--- config.mk ---
export PLATFORM = sky130hd
export DESIGN_NAME = fifo_wr_arbiter
export DESIGN_NICKNAME = d
export VERILOG_FILES = /design/src/rtl/fifo_arb_pkg.sv /design/src/rtl/fifo_wr_arbiter_rr_pick.sv /design/src/rtl/fifo_wr_arbiter.sv
export SDC_FILE = /design/constraint.sdc
export NUM_CORES = 1
export LEC_CHECK = 0
export BUFFER_PORTS_ARGS = -buffer_cell sky130_fd_sc_hd__buf_4
export CORE_MARGIN = 3
export CORE_UTILIZATION = 45
export DETAILED_ROUTE_END_ITERATION = 10
export PLACE_DENSITY_LB_ADDON = 0.1
export RECOVER_POWER = 25
export SETUP_SLACK_MARGIN = 0.5
export SKIP_CTS_REPAIR_TIMING = 1
export SYNTH_ARGS = -nofsm -noshare
export SYNTH_HDL_FRONTEND = slang
export SYNTH_HIERARCHICAL = 1
export SYNTH_SLANG_ARGS = --single-unit
--- constraint.sdc ---
create_clock -name clk -period 5.05 [get_ports clk]
set_input_delay 0.7575 -clock clk [delete_from_list [all_inputs] [get_ports clk]]
set_output_delay 0.7575 -clock clk [all_outputs]
set_load 0.005 [all_outputs]
--- src/rtl/fifo_arb_pkg.sv ---
// fifo_arb_pkg
//   Shared types and constants for the FIFO write-port arbiter.
//   arb_state_e : arbiter FSM states (IDLE, BURST)
//   STAT_W      : width of each per-requester beat counter (optional stats)
//   idx_w()     : index width needed to address n requesters (min 1 bit)
package fifo_arb_pkg;

  typedef enum logic {
    IDLE  = 1'b0,
    BURST = 1'b1
  } arb_state_e;

  localparam int STAT_W = 16;

  function automatic int idx_w(input int n);
    return (n > 1) ? $clog2(n) : 1;
  endfunction

endpackage

--- src/rtl/fifo_wr_arbiter_rr_pick.sv ---
// rr_pick
//   Combinational round-robin picker: returns the first asserted request
//   found when searching upward from ptr, wrapping modulo N. Works for any
//   N >= 2, including non-power-of-2 counts.
// Ports
//   req   in  [N-1:0]   request vector
//   ptr   in  [IW-1:0]  search start index (always < N)
//   idx   out [IW-1:0]  selected index (0 when nothing found)
//   found out           at least one request asserted
module rr_pick
  import fifo_arb_pkg::*;
#(
  parameter int N  = 4,
  parameter int IW = idx_w(N)
) (
  input  logic [N-1:0]  req,
  input  logic [IW-1:0] ptr,
  output logic [IW-1:0] idx,
  output logic          found
);

  // One spare bit so ptr+k cannot overflow before the modulo fold.
  logic [IW:0] cand;

  always_comb begin
    idx   = '0;
    found = 1'b0;
    cand  = '0;
    for (int k = 0; k < N; k++) begin
      cand = {1'b0, ptr} + (IW+1)'(k);
      if (cand >= (IW+1)'(N)) begin
        cand = cand - (IW+1)'(N);
      end
      if (!found && req[cand[IW-1:0]]) begin
        found = 1'b1;
        idx   = cand[IW-1:0];
      end
    end
  end

endmodule

--- src/rtl/fifo_wr_arbiter.sv ---
// fifo_wr_arbiter
//   Shares a single FIFO write port among N_REQ producers. Grants rotate
//   round-robin; each grant lasts until a beat with req_last is accepted or
//   MAX_BURST beats have been accepted. The write to the FIFO is registered,
//   and acceptance is throttled on full/almostfull so the FIFO never sees a
//   write while full.
//
//   Optional feature macro: FIFO_ARB_STATS_EN
//     defined   -> adds stat_beats, per-requester saturating beat counters
//     undefined -> no stat_beats port, no counter logic
//
// Ports
//   clk              in                 clock, rising edge
//   rst              in                 synchronous active-high reset
//   req_valid        in  [N_REQ-1:0]    per-requester beat valid
//   req_data         in  [N_REQ*W-1:0]  per-requester data, slice i = [i*W +: W]
//   req_last         in  [N_REQ-1:0]    last beat of packet
//   req_ready        out [N_REQ-1:0]    beat accepted when valid & ready
//   fifo_data_in     out [W-1:0]        registered FIFO write data
//   fifo_wr_en       out                registered FIFO write enable
//   fifo_full        in                 FIFO full
//   fifo_almostfull  in                 FIFO holds DEPTH-1 entries
//   fifo_wr_ack      in                 FIFO write accepted (observed only)
//   fifo_overflow    in                 FIFO write rejected
//   grant_id         out [IW-1:0]       current/last grant owner
//   grant_active     out                a grant is held
//   err_overflow     out                sticky, fifo_overflow seen
//   stat_beats       out [N_REQ*16-1:0] accepted beats per requester (stats build)
//
// FSM
//   state | meaning
//   IDLE  | no grant; pick next requester from rr_ptr (one bubble cycle)
//   BURST | grant held on grant_id; beats accepted while FIFO has room
module fifo_wr_arbiter
  import fifo_arb_pkg::*;
#(
  parameter  int N_REQ      = 4,
  parameter  int FIFO_WIDTH = 16,
  parameter  int MAX_BURST  = 4,
  localparam int IW         = idx_w(N_REQ),
  localparam int BW         = $clog2(MAX_BURST) + 1
) (
  input  logic                        clk,
  input  logic                        rst,
  input  logic [N_REQ-1:0]            req_valid,
  input  logic [N_REQ*FIFO_WIDTH-1:0] req_data,
  input  logic [N_REQ-1:0]            req_last,
  output logic [N_REQ-1:0]            req_ready,
  output logic [FIFO_WIDTH-1:0]       fifo_data_in,
  output logic                        fifo_wr_en,
  input  logic                        fifo_full,
  input  logic                        fifo_almostfull,
  input  logic                        fifo_wr_ack,
  input  logic                        fifo_overflow,
  output logic [IW-1:0]               grant_id,
  output logic                        grant_active,
  output logic                        err_overflow
`ifdef FIFO_ARB_STATS_EN
  ,
  output logic [N_REQ*STAT_W-1:0]     stat_beats
`endif
);

  arb_state_e          state_q, state_d;
  logic [IW-1:0]       grant_d;
  logic [IW-1:0]       rr_ptr, rr_ptr_d;
  logic [BW-1:0]       beat_cnt, beat_cnt_d;
  logic                can_write;
  logic                accept;
  logic [IW-1:0]       pick_idx;
  logic                pick_found;
  logic [FIFO_WIDTH-1:0] sel_data;
  logic [IW-1:0]       grant_next;

  // Write acknowledge is observed only; there is no retry path.
  logic unused_wr_ack;
  assign unused_wr_ack = fifo_wr_ack;

  rr_pick #(
    .N  (N_REQ),
    .IW (IW)
  ) u_pick (
    .req   (req_valid),
    .ptr   (rr_ptr),
    .idx   (pick_idx),
    .found (pick_found)
  );

  // When almostfull, a registered write already in flight will fill the
  // FIFO on this edge, so no further beat may be taken.
  assign can_write = !fifo_full && !(fifo_almostfull && fifo_wr_en);

  assign sel_data     = req_data[grant_id*FIFO_WIDTH +: FIFO_WIDTH];
  assign grant_next   = (grant_id == IW'(N_REQ-1)) ? '0 : grant_id + 1'b1;
  assign grant_active = (state_q == BURST);

  always_comb begin
    state_d    = state_q;
    grant_d    = grant_id;
    rr_ptr_d   = rr_ptr;
    beat_cnt_d = beat_cnt;
    req_ready  = '0;
    accept     = 1'b0;
    case (state_q)
      IDLE: begin
        if (pick_found) begin
          grant_d    = pick_idx;
          beat_cnt_d = '0;
          state_d    = BURST;
        end
      end
      BURST: begin
        req_ready[grant_id] = can_write;
        accept              = req_valid[grant_id] && can_write;
        if (accept) begin
          beat_cnt_d = beat_cnt + 1'b1;
          if (req_last[grant_id] || (beat_cnt == BW'(MAX_BURST-1))) begin
            state_d  = IDLE;
            rr_ptr_d = grant_next;
          end
        end
      end
      default: state_d = IDLE;
    endcase
  end

  always_ff @(posedge clk) begin
    if (rst) begin
      state_q      <= IDLE;
      grant_id     <= '0;
      rr_ptr       <= '0;
      beat_cnt     <= '0;
      fifo_wr_en   <= 1'b0;
      fifo_data_in <= '0;
      err_overflow <= 1'b0;
    end else begin
      state_q    <= state_d;
      grant_id   <= grant_d;
      rr_ptr     <= rr_ptr_d;
      beat_cnt   <= beat_cnt_d;
      fifo_wr_en <= accept;
      if (accept) begin
        fifo_data_in <= sel_data;
      end
      if (fifo_overflow) begin
        err_overflow <= 1'b1;
      end
    end
  end

`ifdef FIFO_ARB_STATS_EN
  for (genvar i = 0; i < N_REQ; i++) begin : g_stat
    logic [STAT_W-1:0] cnt;
    always_ff @(posedge clk) begin
      if (rst) begin
        cnt <= '0;
      end else if (accept && (grant_id == IW'(i)) && (cnt != {STAT_W{1'b1}})) begin
        cnt <= cnt + 1'b1;
      end
    end
    assign stat_beats[i*STAT_W +: STAT_W] = cnt;
  end
`endif

endmodule
; ---- Word level (Yosys, flattened, before mapping)
; Cells that the tools add are included.
[word_totals]
regBits = 26
latch_bits = 0
mem_bits_rw = 0
romBits = 0
input_bits = 78
wordCells = 85
mem_count = 0
[classes]
addsub = 9
n_mul = 0
div = 0
magnitude_cmp = 10
n_eq_ne = 4
shifts = 1
muxes = 36
bitwise_logic = 2
reduce_logical = 16
[ops]
columns = operator, count
row1 = $shiftx A64 B7 Y16, 1
row2 = $mux W2, 9
row3 = $lt A2 B3 Y1 const B, 5
row4 = $mux W1, 15
row5 = $bmux W1 S2, 6
row6 = $ge A3 B3 Y1 const B, 3
row7 = $sub A2 B1 Y2 const B, 4
row8 = $logic_and A1 B1 Y1, 7
row9 = $add A2 B2 Y3 const B, 2
row10 = $mux W3, 2
row11 = $pmux W3 S2, 1
row12 = $logic_not A1 Y1, 5
row13 = $and A4 B4 Y4, 1
row14 = $mux W4, 1
row15 = $reduce_and A2 Y1, 2
row16 = $add A2 B1 Y3 const B, 1
row17 = $add A3 B1 Y3 const B, 1
row18 = $eq A3 B2 Y1 const B, 1
row19 = $ge A2 B3 Y1 const B, 1
row20 = $reduce_and A3 Y1, 1
row21 = $add A2 B1 Y2 const B, 1
row22 = $demux W1 S2, 1
row23 = $eq A2 B2 Y1 const B, 1
row24 = $ge A2 B1 Y1 const B, 1
row25 = 5 further kinds, 5

; ---- Longest topological paths before layout
[depth]
ltp_word = 16
mapped_depth = 6

; ---- Cells and area by module
; Netlist, hierarchy kept.
[by_module_without_submodules]
columns = mod, n_inst, cells_per_inst, area_per_inst_um2
row1 = fifo_wr_arbiter, 1, 173, 1714.1
row2 = rr_pick, 1, 15, 77.6

; ---- Least setup slack after synthesis
; No wires, ideal clock.
[synth_timing]
kind = input port to output port
start = input port fifo_full
end = output port req_ready[3]
arrival_time_ns = 1.547
required_time_ns = 4.293
setup_slack_ns = 2.745
path_stages = 4
path_cell_list = nor2b_1 -> clkbuf_1 -> clkbuf_1 -> and3_1
[synth_between]
elab_chain_len = 4
[synth_rtl]
columns = item, line
row1 = start: declaration, fifo_wr_arbiter.sv:51  ; input logic fifo_full,
row2 = $logic_not A1 Y1, fifo_wr_arbiter.sv:91  ; assign can_write = !fifo_full && !(fifo_almostfull && fifo_wr_en);
row3 = $logic_and A1 B1 Y1, fifo_wr_arbiter.sv:91
row4 = $and A4 B4 Y4 (no source line), -
row5 = $mux W4, fifo_wr_arbiter.sv:104  ; case (state_q)
row6 = end: declaration, fifo_wr_arbiter.sv:48  ; output logic [N_REQ-1:0] req_ready,
; Every way passes these cells.

; ---- Worst setup path after layout
[layout_timing]
start = input port fifo_almostfull
end = output port req_ready[3]
[layout_between]
elab_chain_len = 5
[layout_rtl]
columns = item, line
row1 = start: declaration, fifo_wr_arbiter.sv:52  ; input logic fifo_almostfull,
row2 = $logic_and A1 B1 Y1, fifo_wr_arbiter.sv:91
row3 = $logic_not A1 Y1, fifo_wr_arbiter.sv:91
row4 = $logic_and A1 B1 Y1, fifo_wr_arbiter.sv:91
row5 = $and A4 B4 Y4 (no source line), -
row6 = $mux W4, fifo_wr_arbiter.sv:104
; Every way passes these cells.

==> results.yml <==
clock_network:
  clk_latency_ns: 0.27
  cts_made_buffers: 3
  cts_sinks: 26
  cts_tree: "done"
  cts-htree-levels: 1
  clkTransAtPathRegs_ns: 0.09
  clockBufferDepth: 2
  cts_root_buffer: "clkbuf_8"
layout:
  layout-drive-gt1-share: 0.518
  mostFrequentLayoutCells: "92 x buf_4, 26 x dfxtp_1, 25 x inv_1"
  n_antenna_cell: 0
  finalInstanceArea_mm2: 0.00259
  final_common_cell: "buf_4"
  nNetsFinal: 361
  areaGrowthSynthToFinish_pct: 44.4
drt:
  drc: 0
  vias: 1797
  top_layer: "met4"
  wl_per_cell_um: 15.3
  wl_met3_um: 374
  routed-wl-met2_mm: 2.50
  wl_mm: 4.97
  ant_nets: 0
  drtPass1Iterations: 4
  wl_met1_mm: 2.07
  vias_per_cell: 5.55
  drt_iter0_drc: 122
hold_path:
  hold_path_depth: 2
  min-delay-start: "err_overflow"
  hold_end: "err_overflow"
  worstHoldPathType: "flop to flop"
outcome:
  status: "finished, final reports clean"
job:
  max_cap_violations: 0
synthesis:
  yosysTopAreaCellShare: 0.291
  ys.warnings.count: 6
  ys_seq_elements: 26
  synthFlopType: "dfxtp_1"
  netlist_top_cells_area: "dfxtp_1 29%, mux4_2 23%, a31o_2 7.8%"
  synth_edf_count: 0
  yosys.area.top_type: "dfxtp_1"
  synthesis.nets: 272
  syn_inst: 188
  syn_area_per_cell_um2: 9.53
  synthesis.area_mm2: 0.00179
  yosysSeqAreaShare: 0.291
  synthArstFlopShare: 0
  synth.distinct_cells: 29
power_and_ir_drop:
  p_sw_w: 0.000134
  internal-power_w: 0.000369
  power_leakage_nw: 1.10
  p_sw_frac: 0.266
  pwr-share-seq: 0.440
  finalPower_w: 0.000503
  p_per_area_mw_per_mm2: 194
  comb_power_share: 0.283
  clkPwrFrac: 0.277
  ir_drop_uv: 124
worst_setup_path:
  endpoint_kind: "output pin"
  cp.arrival_ns: 2.02
  crit_chain: "buf_4 > nand2_1 > buf_4 > and3_1 > buf_4"
  cpMaxStageDelayCell: "nand2_1"
  reg2reg_slack_ns: 2.35
  r2r_start: "grant_id[1]"
  crit_path_max_fanout: 24
  worstSetupPathType: "input port to output pin"
  cp.required_ns: 4.29
  slowest_delay_ns: 0.48
  reg2reg_to: "rr_ptr[0]"
  startpoint_type: "input port"
  path_common_cell: "buf_4"
  reg2reg_depth: 3
global_routing:
  grtUsageTotal: 0.207
  grt_pass1_vias: 1762
  grt_pass1_wl_mm: 8.22
  grt_max_degree: 45
  grt_antenna_before_repair: 0
  grt-ovfl-total: 0
placed_design:
  port-buffer-count: 101
  preCtsSetupSlack_ns: 2.27
  postPlaceCellArea_mm2: 0.00254
  hpwl_mm: 3.62
  routabilityCongestion: 0.768
timing:
  whs_ns: 0.477
  tightest_slew_ns: 1.25
  fin_ws_ns: 2.27
  finalSetupTns_ns: 0
  min_period_ns: 2.78
  finalCritPeriodShare: 0.551
  fmax_mhz: 359
  setup_viol: 0
  hold_viol_final: 0
  finalMaxSlewViolations: 0
  fin_worst_skew_ns: 0.00370
  rsz0062_at_grt: "no"
  relSlewSlack: 0.170
floorplan:
  core-area_mm2: 0.00374
  num_io_pins: 103
  num_rows: 22
  die-width_um: 69.1
  dieHeight_um: 69.1
  start_util: 0.479
  die_area_mm2: 0.00477
[flip-flops by register name, summed over array words and instances, names as in the netlist]
register / count
err_overflow: 1
grant_active: 1
beat_cnt: 3
fifo_wr_en: 1
grant_id: 2
rr_ptr: 2
fifo_data_in: 16
[cell families after synthesis]
kind of cell | count (synthesis) | share of synthesized area
adder cells (fa/ha/maj) | 6 | 0.0419
multiplexers | 22 | 0.249
AND/OR/NAND/NOR | 42 | 0.133
buffers and inverters | 46 | 0.108
AO/OA/AOI/OAI | 46 | 0.177
flip-flops | 26 | 0.291
[cell type report]
cell class	instances	area (um2)
Inverter	26	97.6
Fill cell	350	1160
Tap cell	48	60.1
Clock buffer	4	55.1
Timing Repair Buffer	104	773
Multi-Input combinational cell	116	1080
Sequential cell	26	520
[worst max-delay path by stage]
stage | start | slack (ns) | to
2_1_floorplan | fifo_full | 2.75 | req_ready[3]
3_3_place_gp | fifo_almostfull | 2.27 | req_ready[3]
3_5_place_dp | fifo_almostfull | 2.27 | req_ready[3]
4_1_cts | fifo_almostfull | 2.27 | req_ready[3]
5_1_grt | fifo_almostfull | 2.16 | req_ready[2]
6_report | fifo_almostfull | 2.27 | req_ready[3]
[worst max-delay path, delay by kind of cell]
family / cells / cell delay, ns
buf+inv: 3 / 0.59
simple gates: 2 / 0.68
[power by group through the flow]
stage / logic, W / registers, W / clock network, W
2_1_floorplan: 0.0000769 / 0.000225 / 0
3_3_place_gp: 0.000141 / 0.000226 / 0
3_5_place_dp: 0.000144 / 0.000226 / 0
4_1_cts: 0.000144 / 0.000222 / 0.000140
5_1_grt: 0.000156 / 0.000223 / 0.000150
6_report: 0.000142 / 0.000222 / 0.000139
[per-layer routing]
layer,vias to the layer above,track usage
met5,-,0
met3,2,0.0510
li1,877,-
met2,78,0.359
met1,840,0.262
met4,0,0.0390
[synth_stat cells (all sizes together) (4+ instances only)]
cell type and instances:
a31o 16, inv 26, nand4 18, clkbuf 12
buf 8, and3 4, nor2 8, dfxtp 26
ha 6, mux4 18, a21oi 23
[stage by stage]
| stage | utilization | std cells |
|---|---|---|
| global route | 0.691 | 324 |
| finish | 0.691 | 324 |
| detailed placement | 0.678 | 320 |
| CTS | 0.693 | 324 |
| floorplan | - | 188 |
| global placement | 0.678 | 320 |
Note: power is estimated with default switching activity, not from simulation.
